--- config.mk ---
export PLATFORM = sky130hd
export DESIGN_NAME = fwd_hazard_ctrl_flat
export DESIGN_NICKNAME = d
export VERILOG_FILES = /design/src/rtl/fwd_hazard_ctrl_if.sv /design/src/rtl/fwd_hazard_ctrl.sv /design/src/flat_wrapper.sv
export SDC_FILE = /design/constraint.sdc
export NUM_CORES = 1
export LEC_CHECK = 0
export ABC_CLOCK_PERIOD_IN_PS = 3950
export CAP_MARGIN = 20
export CORE_MARGIN = 1
export CORE_UTILIZATION = 30
export CTS_BUF_LIST = sky130_fd_sc_hd__clkbuf_4 sky130_fd_sc_hd__clkbuf_8
export CTS_CLUSTER_DIAMETER = 200
export DETAILED_ROUTE_END_ITERATION = 12
export GPL_ROUTABILITY_DRIVEN = 0
export MAX_ROUTING_LAYER = met4
export SETUP_SLACK_MARGIN = 0.1
export SKIP_LAST_GASP = 1
export SLEW_MARGIN = 15
export SYNTH_ARGS = -nofsm -noshare
export SYNTH_HDL_FRONTEND = slang
export SYNTH_SLANG_ARGS = --single-unit
export TNS_END_PERCENT = 100
--- constraint.sdc ---
create_clock -name clk_i -period 3.95 [get_ports clk_i]
set_input_delay 0.9875 -clock clk_i [delete_from_list [all_inputs] [get_ports clk_i]]
set_output_delay 0.9875 -clock clk_i [all_outputs]
set_load 0.05 [all_outputs]
--- src/rtl/fwd_hazard_ctrl_if.sv ---
// ID-stage decode fields and operand-mux/stall controls exchanged with the forwarding unit.
interface fwd_hazard_ctrl_if #(
    parameter int REG_ADDR_W = 5,
    parameter int CNT_W      = 16
);
    logic                  stall_i;
    logic                  flush_i;
    logic                  id_valid_i;
    logic [REG_ADDR_W-1:0] id_rs_i;
    logic [REG_ADDR_W-1:0] id_rt_i;
    logic                  id_use_rs_i;
    logic                  id_use_rt_i;
    logic [REG_ADDR_W-1:0] id_dst_i;
    logic                  id_regwrite_i;
    logic                  id_memread_i;
    logic                  id_srl_i;
    logic [1:0]            fwd_a_sel_o;
    logic [1:0]            fwd_b_sel_o;
    logic                  srl_o;
    logic                  ex_valid_o;
    logic                  hazard_stall_o;
    logic [CNT_W-1:0]      stall_count_o;

    modport master (
        output stall_i, flush_i, id_valid_i, id_rs_i, id_rt_i, id_use_rs_i, id_use_rt_i,
               id_dst_i, id_regwrite_i, id_memread_i, id_srl_i,
        input  fwd_a_sel_o, fwd_b_sel_o, srl_o, ex_valid_o, hazard_stall_o, stall_count_o
    );

    modport slave (
        input  stall_i, flush_i, id_valid_i, id_rs_i, id_rt_i, id_use_rs_i, id_use_rt_i,
               id_dst_i, id_regwrite_i, id_memread_i, id_srl_i,
        output fwd_a_sel_o, fwd_b_sel_o, srl_o, ex_valid_o, hazard_stall_o, stall_count_o
    );
endinterface

--- src/rtl/fwd_hazard_ctrl.sv ---
// Forwarding and load-use hazard controller: shadows the EX/MEM destination tags and
// registers the ALU operand selects at the ID/EX boundary.
module fwd_hazard_ctrl #(
    parameter int REG_ADDR_W = 5,
    parameter int CNT_W      = 16
) (
    input logic              clk_i,
    input logic              rst_i,
    fwd_hazard_ctrl_if.slave bus
);
    typedef enum logic [1:0] {
        SEL_RF     = 2'b00,
        SEL_EX_MEM = 2'b01,
        SEL_MEM_WB = 2'b10
    } fwd_sel_e;

    logic [REG_ADDR_W-1:0] ex_dst_q, ex_dst_d, mem_dst_q, mem_dst_d;
    logic                  ex_rw_q, ex_rw_d, ex_mr_q, ex_mr_d, mem_rw_q, mem_rw_d;
    fwd_sel_e              fwd_a_q, fwd_a_d, fwd_b_q, fwd_b_d;
    logic                  srl_q, srl_d, ex_valid_q, ex_valid_d;
    logic [CNT_W-1:0]      stall_cnt_q, stall_cnt_d;
    logic                  bubble, load_use, hazard;
    fwd_sel_e              sel_a, sel_b;

    function automatic fwd_sel_e match_src(
        input logic                  use_s,
        input logic [REG_ADDR_W-1:0] src,
        input logic [REG_ADDR_W-1:0] ex_dst,
        input logic                  ex_rw,
        input logic                  ex_mr,
        input logic [REG_ADDR_W-1:0] mem_dst,
        input logic                  mem_rw
    );
        fwd_sel_e sel;
        sel = SEL_RF;
        // A load in EX has no data yet, so only non-load EX results are forwardable.
        if (use_s && src != '0) begin
            if (src == ex_dst && ex_rw && !ex_mr) sel = SEL_EX_MEM;
            else if (src == mem_dst && mem_rw)    sel = SEL_MEM_WB;
        end
        return sel;
    endfunction

    assign bubble   = !bus.id_valid_i || bus.flush_i;
    assign load_use = ex_mr_q && ex_rw_q && (ex_dst_q != '0) &&
                      ((bus.id_use_rs_i && bus.id_rs_i == ex_dst_q) ||
                       (bus.id_use_rt_i && bus.id_rt_i == ex_dst_q));
    assign hazard   = !bubble && !bus.stall_i && load_use;

    assign sel_a = bus.id_srl_i ? SEL_RF
                 : match_src(bus.id_use_rs_i, bus.id_rs_i, ex_dst_q, ex_rw_q, ex_mr_q,
                             mem_dst_q, mem_rw_q);
    assign sel_b = match_src(bus.id_use_rt_i, bus.id_rt_i, ex_dst_q, ex_rw_q, ex_mr_q,
                             mem_dst_q, mem_rw_q);

    always_comb begin
        // NOTE: every _d starts from its hold value so no branch can leave a latch behind.
        ex_dst_d    = ex_dst_q;
        ex_rw_d     = ex_rw_q;
        ex_mr_d     = ex_mr_q;
        mem_dst_d   = mem_dst_q;
        mem_rw_d    = mem_rw_q;
        fwd_a_d     = fwd_a_q;
        fwd_b_d     = fwd_b_q;
        srl_d       = srl_q;
        ex_valid_d  = ex_valid_q;
        stall_cnt_d = stall_cnt_q;
        if (!bus.stall_i) begin
            mem_dst_d = ex_dst_q;
            mem_rw_d  = ex_rw_q;
            if (bubble || hazard) begin
                ex_dst_d   = '0;
                ex_rw_d    = 1'b0;
                ex_mr_d    = 1'b0;
                fwd_a_d    = SEL_RF;
                fwd_b_d    = SEL_RF;
                srl_d      = 1'b0;
                ex_valid_d = 1'b0;
            end else begin
                ex_dst_d   = bus.id_dst_i;
                ex_rw_d    = bus.id_regwrite_i;
                ex_mr_d    = bus.id_memread_i;
                fwd_a_d    = sel_a;
                fwd_b_d    = sel_b;
                srl_d      = bus.id_srl_i;
                ex_valid_d = 1'b1;
            end
            if (hazard && stall_cnt_q != '1) stall_cnt_d = stall_cnt_q + CNT_W'(1);
        end
    end

    // NOTE: state registers use non-blocking assignments so every flop samples pre-edge values.
    always_ff @(posedge clk_i) begin
        if (rst_i) begin
            ex_dst_q    <= '0;
            ex_rw_q     <= 1'b0;
            ex_mr_q     <= 1'b0;
            mem_dst_q   <= '0;
            mem_rw_q    <= 1'b0;
            fwd_a_q     <= SEL_RF;
            fwd_b_q     <= SEL_RF;
            srl_q       <= 1'b0;
            ex_valid_q  <= 1'b0;
            stall_cnt_q <= '0;
        end else begin
            ex_dst_q    <= ex_dst_d;
            ex_rw_q     <= ex_rw_d;
            ex_mr_q     <= ex_mr_d;
            mem_dst_q   <= mem_dst_d;
            mem_rw_q    <= mem_rw_d;
            fwd_a_q     <= fwd_a_d;
            fwd_b_q     <= fwd_b_d;
            srl_q       <= srl_d;
            ex_valid_q  <= ex_valid_d;
            stall_cnt_q <= stall_cnt_d;
        end
    end

    assign bus.fwd_a_sel_o    = fwd_a_q;
    assign bus.fwd_b_sel_o    = fwd_b_q;
    assign bus.srl_o          = srl_q;
    assign bus.ex_valid_o     = ex_valid_q;
    assign bus.hazard_stall_o = hazard;
    assign bus.stall_count_o  = stall_cnt_q;
endmodule

--- src/flat_wrapper.sv ---
// flat-port wrapper written by rule: the top's interface ports become plain ports
module fwd_hazard_ctrl_flat 
#(
    parameter int REG_ADDR_W = 5,
    parameter int CNT_W      = 16
)
  (clk_i, rst_i, bus_stall_i, bus_flush_i, bus_id_valid_i, bus_id_rs_i, bus_id_rt_i, bus_id_use_rs_i, bus_id_use_rt_i, bus_id_dst_i, bus_id_regwrite_i, bus_id_memread_i, bus_id_srl_i, bus_fwd_a_sel_o, bus_fwd_b_sel_o, bus_srl_o, bus_ex_valid_o, bus_hazard_stall_o, bus_stall_count_o);
  fwd_hazard_ctrl_if #(.REG_ADDR_W(REG_ADDR_W), .CNT_W(CNT_W)) bus_i ();
  input logic clk_i;
  input logic rst_i;
  input wire logic [$bits(bus_i.stall_i)-1:0] bus_stall_i;
  input wire logic [$bits(bus_i.flush_i)-1:0] bus_flush_i;
  input wire logic [$bits(bus_i.id_valid_i)-1:0] bus_id_valid_i;
  input wire logic [$bits(bus_i.id_rs_i)-1:0] bus_id_rs_i;
  input wire logic [$bits(bus_i.id_rt_i)-1:0] bus_id_rt_i;
  input wire logic [$bits(bus_i.id_use_rs_i)-1:0] bus_id_use_rs_i;
  input wire logic [$bits(bus_i.id_use_rt_i)-1:0] bus_id_use_rt_i;
  input wire logic [$bits(bus_i.id_dst_i)-1:0] bus_id_dst_i;
  input wire logic [$bits(bus_i.id_regwrite_i)-1:0] bus_id_regwrite_i;
  input wire logic [$bits(bus_i.id_memread_i)-1:0] bus_id_memread_i;
  input wire logic [$bits(bus_i.id_srl_i)-1:0] bus_id_srl_i;
  output wire logic [$bits(bus_i.fwd_a_sel_o)-1:0] bus_fwd_a_sel_o;
  output wire logic [$bits(bus_i.fwd_b_sel_o)-1:0] bus_fwd_b_sel_o;
  output wire logic [$bits(bus_i.srl_o)-1:0] bus_srl_o;
  output wire logic [$bits(bus_i.ex_valid_o)-1:0] bus_ex_valid_o;
  output wire logic [$bits(bus_i.hazard_stall_o)-1:0] bus_hazard_stall_o;
  output wire logic [$bits(bus_i.stall_count_o)-1:0] bus_stall_count_o;
  assign bus_i.stall_i = bus_stall_i;
  assign bus_i.flush_i = bus_flush_i;
  assign bus_i.id_valid_i = bus_id_valid_i;
  assign bus_i.id_rs_i = bus_id_rs_i;
  assign bus_i.id_rt_i = bus_id_rt_i;
  assign bus_i.id_use_rs_i = bus_id_use_rs_i;
  assign bus_i.id_use_rt_i = bus_id_use_rt_i;
  assign bus_i.id_dst_i = bus_id_dst_i;
  assign bus_i.id_regwrite_i = bus_id_regwrite_i;
  assign bus_i.id_memread_i = bus_id_memread_i;
  assign bus_i.id_srl_i = bus_id_srl_i;
  assign bus_fwd_a_sel_o = bus_i.fwd_a_sel_o;
  assign bus_fwd_b_sel_o = bus_i.fwd_b_sel_o;
  assign bus_srl_o = bus_i.srl_o;
  assign bus_ex_valid_o = bus_i.ex_valid_o;
  assign bus_hazard_stall_o = bus_i.hazard_stall_o;
  assign bus_stall_count_o = bus_i.stall_count_o;
  fwd_hazard_ctrl #(.REG_ADDR_W(REG_ADDR_W), .CNT_W(CNT_W)) u_core (.clk_i(clk_i), .rst_i(rst_i), .bus(bus_i));
endmodule
After elaboration in Yosys (flattened, before gate mapping)
Index checks and enable logic that the tools add are counted.
{ "totals": {"ff_bits": 35, "in_bits": 25, "out_inout_bits": 23, "wordCells": 58} }
{ "classes": {"add_sub_neg": 1, "n_eq_ne": 5, "mux": 14, "bitwise": 1, "reduce_logical": 27} }
{ "op_table": {"columns": ["operator", "n"], "rows": [
  ["$eq 5x5->1", 4],
  ["$mux 2", 9],
  ["$add 16x1->16 const B", 1],
  ["$logic_and 1x1->1", 16],
  ["$ne 16x16->1 const B", 1],
  ["$reduce_bool 5->1", 3],
  ["$mux 5", 1],
  ["$logic_not 1->1", 4],
  ["$mux 1", 4],
  ["$logic_or 1x1->1", 3],
  ["$reduce_and 2->1", 1],
  ["$not 1->1", 1]
]} }

Depth between registers and ports, before layout
{ "depth": {"word_depth": 7, "ltp_mapped": 8, "ltp_nobuf": 6} }

Worst setup path before layout
Ideal clock, no wire load.
{ "synth_path": {"path_type": "in2out", "startpoint": "input bus_id_rt_i[2]", "endpoint": "output bus_hazard_stall_o", "arrival_time_ps": 2515, "required_ps": 2963, "slack_ps": 448, "cell_stages": 6, "n_path_buf": 2, "path_cell_list": "xor2_1 -> nor3_1 -> a32oi_1 -> buf_2 -> buf_2 -> nor2_1"} }
{ "synth_between": {"elab_chain_cells": 5} }
{ "synth_rtl": {"columns": ["element", "line", "rtl"], "rows": [
  ["from (decl)", "flat_wrapper.sv:15", "input wire logic [$bits(bus_i.id_rt_i)-1:0] bus_id_rt_i;"],
  ["$eq 5x5->1", "fwd_hazard_ctrl.sv:47", "(bus.id_use_rt_i && bus.id_rt_i == ex_dst_q));"],
  ["$logic_and 1x1->1", "fwd_hazard_ctrl.sv:47", null],
  ["$logic_or 1x1->1", "fwd_hazard_ctrl.sv:46", "((bus.id_use_rs_i && bus.id_rs_i == ex_dst_q) ||"],
  ["$logic_and 1x1->1", "fwd_hazard_ctrl.sv:45", "assign load_use = ex_mr_q && ex_rw_q && (ex_dst_q != '0) &&"],
  ["$logic_and 1x1->1", "fwd_hazard_ctrl.sv:48", "assign hazard = !bubble && !bus.stall_i && load_use;"],
  ["to (decl)", "flat_wrapper.sv:26", "output wire logic [$bits(bus_i.hazard_stall_o)-1:0] bus_hazard_stall_o;"]
]} }
No other way between the ends.

Worst setup path in the final report
Same ends and word-level chain as after synthesis.

==> results.py <==
metrics = {
    "synth": {
        "synth_edf_count": 0,
        "syn-num-nets": 233,
        "ys_async_sr_fraction": 0,
        "netlist_instances": 207,
        "synth_cell_type_count": 40,
        "yosysSeqAreaShare": 0.3776,
        "synthFlopType": "dfxtp_1",
        "ys_ff_latch": 35,
        "synth_area_um2": 1856,
        "ys_warn_count": 0,
        "syn_area_per_cell_um2": 8.964,
    },
    "final_layout": {
        "final_cell_mix": "clkdlybuf4s50_1 (46), dfxtp_1 (35), or4_1 (15), xor2_1 (14), a21oi_1 (14)",
        "num-fill-cells": 618,
        "drive_gt1_frac": 0.06693,
        "num_antenna_cells": 0,
        "fin_nets": 279,
        "mostFrequentLayoutCell": "clkdlybuf4s50_1",
        "synthToLayoutAreaGrowth_pct": 33.98,
    },
    "setup_path": {
        "crit_required_ns": 2.96,
        "r2r_cells": 6,
        "worstReg2RegEnd": "u_core.bus.stall_count_o[9]$_SDFFE_PP0P_",
        "r2r_start": "u_core.bus.stall_count_o[0]$_SDFFE_PP0P_",
        "crit_fanout": 3,
        "crit_path_end_kind": "output pin",
        "r2r_setup_slack_ns": 1.61,
        "worst-setup-path-type": "in -> out",
        "crit_start": "bus_id_rt_i[2]",
        "worstSetupStartpointType": "input pin",
        "cp.arrival_ns": 2.52,
    },
    "pwr": {
        "clkPwrFrac": 0.373,
        "p_int_mw": 0.5168,
        "ir_drop_uv": 137.0,
        "p_comb_frac": 0.105,
        "p_leak_nw": 0.8579,
        "netSwitchingFraction": 0.2505,
        "power.density_nw_per_um2": 277.4,
        "p_switching_mw": 0.1727,
        "p_seq_frac": 0.522,
    },
    "placed_design": {
        "place_ws_ns": 0.4370,
        "dp.final_hpwl_um": 3428,
        "portBuffers": 47,
    },
    "cts": {
        "cts_tree": "built",
        "htreeDepth": 2,
        "root_buffer": "clkbuf_8",
        "clock_sinks": 35,
        "clkLatencyLatePin_ns": 0.28,
        "ctsResizeCount": 0,
        "clk_pin_slew_ns": 0.08,
        "hold_buffers": 0,
        "clock_path_buffers": 2,
        "cts-buffers-inserted": 5,
        "post-cts-setup-buffer-count": 0,
    },
    "floorplanning": {
        "die_w_um": 80.65,
        "io_pins": 48,
        "std_cell_rows": 28,
        "die_y_um": 80.65,
        "core-area_um2": 5956,
        "initial_core_util": 0.3116,
        "die_area_um2": 6504,
    },
    "worst_hold_path": {
        "worstHoldPathType": "reg -> reg",
        "hold_depth": 1,
        "hp-start": "u_core.bus.ex_valid_o$_SDFFE_PP0N_",
        "hold_path_end": "u_core.bus.ex_valid_o$_SDFFE_PP0N_",
    },
    "detailed_routing": {
        "drc": 0,
        "drt_iter0_markers": 77,
        "wire_per_inst_um": 14.63,
        "drt_wl_total_um": 4812,
        "postRouteAntennaNets": 0,
        "viasPerCell": 5.274,
        "vias": 1735,
        "drt-pass1-iter-count": 5,
    },
    "global_routing": {
        "grtUsageTotal": 0.1650,
        "grt_pass1_wl_um": 8066,
        "grt_pass1_vias": 1694,
        "overflow": 0,
        "grt_max_degree": 32,
        "antenna_found_initial": 0,
    },
    "sta": {
        "slew_headroom": 0.5970,
        "finalMaxSlewViolations": 0,
        "finalSetupTns_ns": 0,
        "setup-violations-final": 0,
        "max_freq_mhz": 285.4,
        "worst_slack_ns": 0.4462,
        "finalHoldViolations": 0,
        "worstMarginPinSlew_ns": 0.6030,
        "skew_ns": 0.004012,
        "period_needed_ns": 3.504,
        "rsz0062_at_grt": "false",
        "period_share": 0.8870,
    },
    "run": {
        "maxCapViolCount": 0,
    },
    "status": {
        "status": "finished, final reports clean",
    },
}
-- how the worst max path moves through the flow --
stage,end,slack [ns],cells after the start
floorplan,bus_hazard_stall_o,0.45,6
global placement,bus_hazard_stall_o,0.45,6
detailed placement,bus_hazard_stall_o,0.44,6
CTS,bus_hazard_stall_o,0.43,6
global route,bus_hazard_stall_o,0.33,6
finish,bus_hazard_stall_o,0.45,6
-- sequential cells by signal, indices dropped and copies added, names as in the netlist --
register and cells:
u_core.bus.srl_o 1, u_core.bus.fwd_a_sel_o 2, u_core.bus.stall_count_o 16, u_core.ex_rw_q 1, u_core.bus.ex_valid_o 1, u_core.ex_dst_q 5, u_core.mem_rw_q 1, u_core.mem_dst_q 5
u_core.ex_mr_q 1, u_core.bus.fwd_b_sel_o 2
-- metrics by stage --
| step | std cells | hold WS, ns | instance area (µm²) | power [mW] | util |
|---|---|---|---|---|---|
| detailed placement | 321 | 0.4427 | 2397 | 0.4406 | 0.4025 |
| finish | 329 | 0.4554 | 2486 | 0.6896 | 0.4174 |
| global placement | 321 | 0.4367 | 2397 | 0.4400 | 0.4025 |
| global route | 329 | 0.4770 | 2486 | 0.7264 | 0.4174 |
| CTS | 329 | 0.4618 | 2486 | 0.7033 | 0.4174 |
| floorplan | 207 | 0.4711 | 1856 | 0.4022 | - |
-- logic make-up after synthesis --
logic type	synth area share
buffers and inverters	0.03574
xor gates and xnor gates	0.09440
and+or+nand+nor	0.2657
DFF	0.3776
adders and majority gates	0.006742
muxes	0.04450
AOI/OAI and AO/OA	0.1753
-- synthesized netlist by cell type, types with 2 or more instances --
library cell | number | share of area
a21oi_1 | 14 | 0.038
a22o_1 | 10 | 0.047
and3_1 | 2 | 0.0067
and4_1 | 2 | 0.0094
buf_2 | 5 | 0.013
clkbuf_1 | 5 | 0.010
dfxtp_1 | 35 | 0.38
mux2_1 | 2 | 0.012
mux2i_1 | 6 | 0.032
nand2_1 | 13 | 0.026
nand3_1 | 11 | 0.030
nand4_1 | 4 | 0.013
nor2_1 | 11 | 0.022
nor2b_1 | 6 | 0.020
nor3_1 | 2 | 0.0054
nor4_1 | 3 | 0.010
o21ai_0 | 5 | 0.013
o21ai_1 | 2 | 0.0054
o31ai_1 | 11 | 0.045
or3_1 | 6 | 0.020
or4_1 | 15 | 0.061
xnor2_1 | 6 | 0.028
xor2_1 | 14 | 0.066
-- critical path: stages --
cell,delay [ns]
clkdlybuf4s50_1,0.47
xor2_1,0.16
nor3_1,0.36
a32oi_1,0.16
nor2_1,0.21
buf_12,0.17
-- metal layers --
| metal | GRT usage | vias up | routed length (µm) |
|---|---|---|---|
| li1 | - | 865 | - |
| met1 | 0.2055 | 827 | 2335 |
| met2 | 0.2703 | 41 | 2235 |
| met3 | 0.03864 | 2 | 228 |
| met4 | 0.03571 | 0 | 12 |
| met5 | - | - | 0 |
-- power groups by stage --
| stage | clock [mW] | combinational (mW) | sequential, mW |
|---|---|---|---|
| after floorplan | 0 | 0.0334 | 0.369 |
| after global placement | 0 | 0.0717 | 0.368 |
| after detailed placement | 0 | 0.0723 | 0.368 |
| after CTS | 0.270 | 0.0728 | 0.360 |
| after global routing | 0.287 | 0.0787 | 0.361 |
| final | 0.257 | 0.0722 | 0.360 |
-- final cells by class --
type,count,area [µm²],area share
Clock buffer,5,68.82,0.02768
Clock inverter,3,20.02,0.008052
Inverter,1,3.754,0.001510
Multi-Input combinational cell,159,1089,0.4378
Sequential cell,35,700.7,0.2818
Tap cell,75,93.84,0.03775
Timing Repair Buffer,51,510.5,0.2053
(Power assumes the default switching activity.)
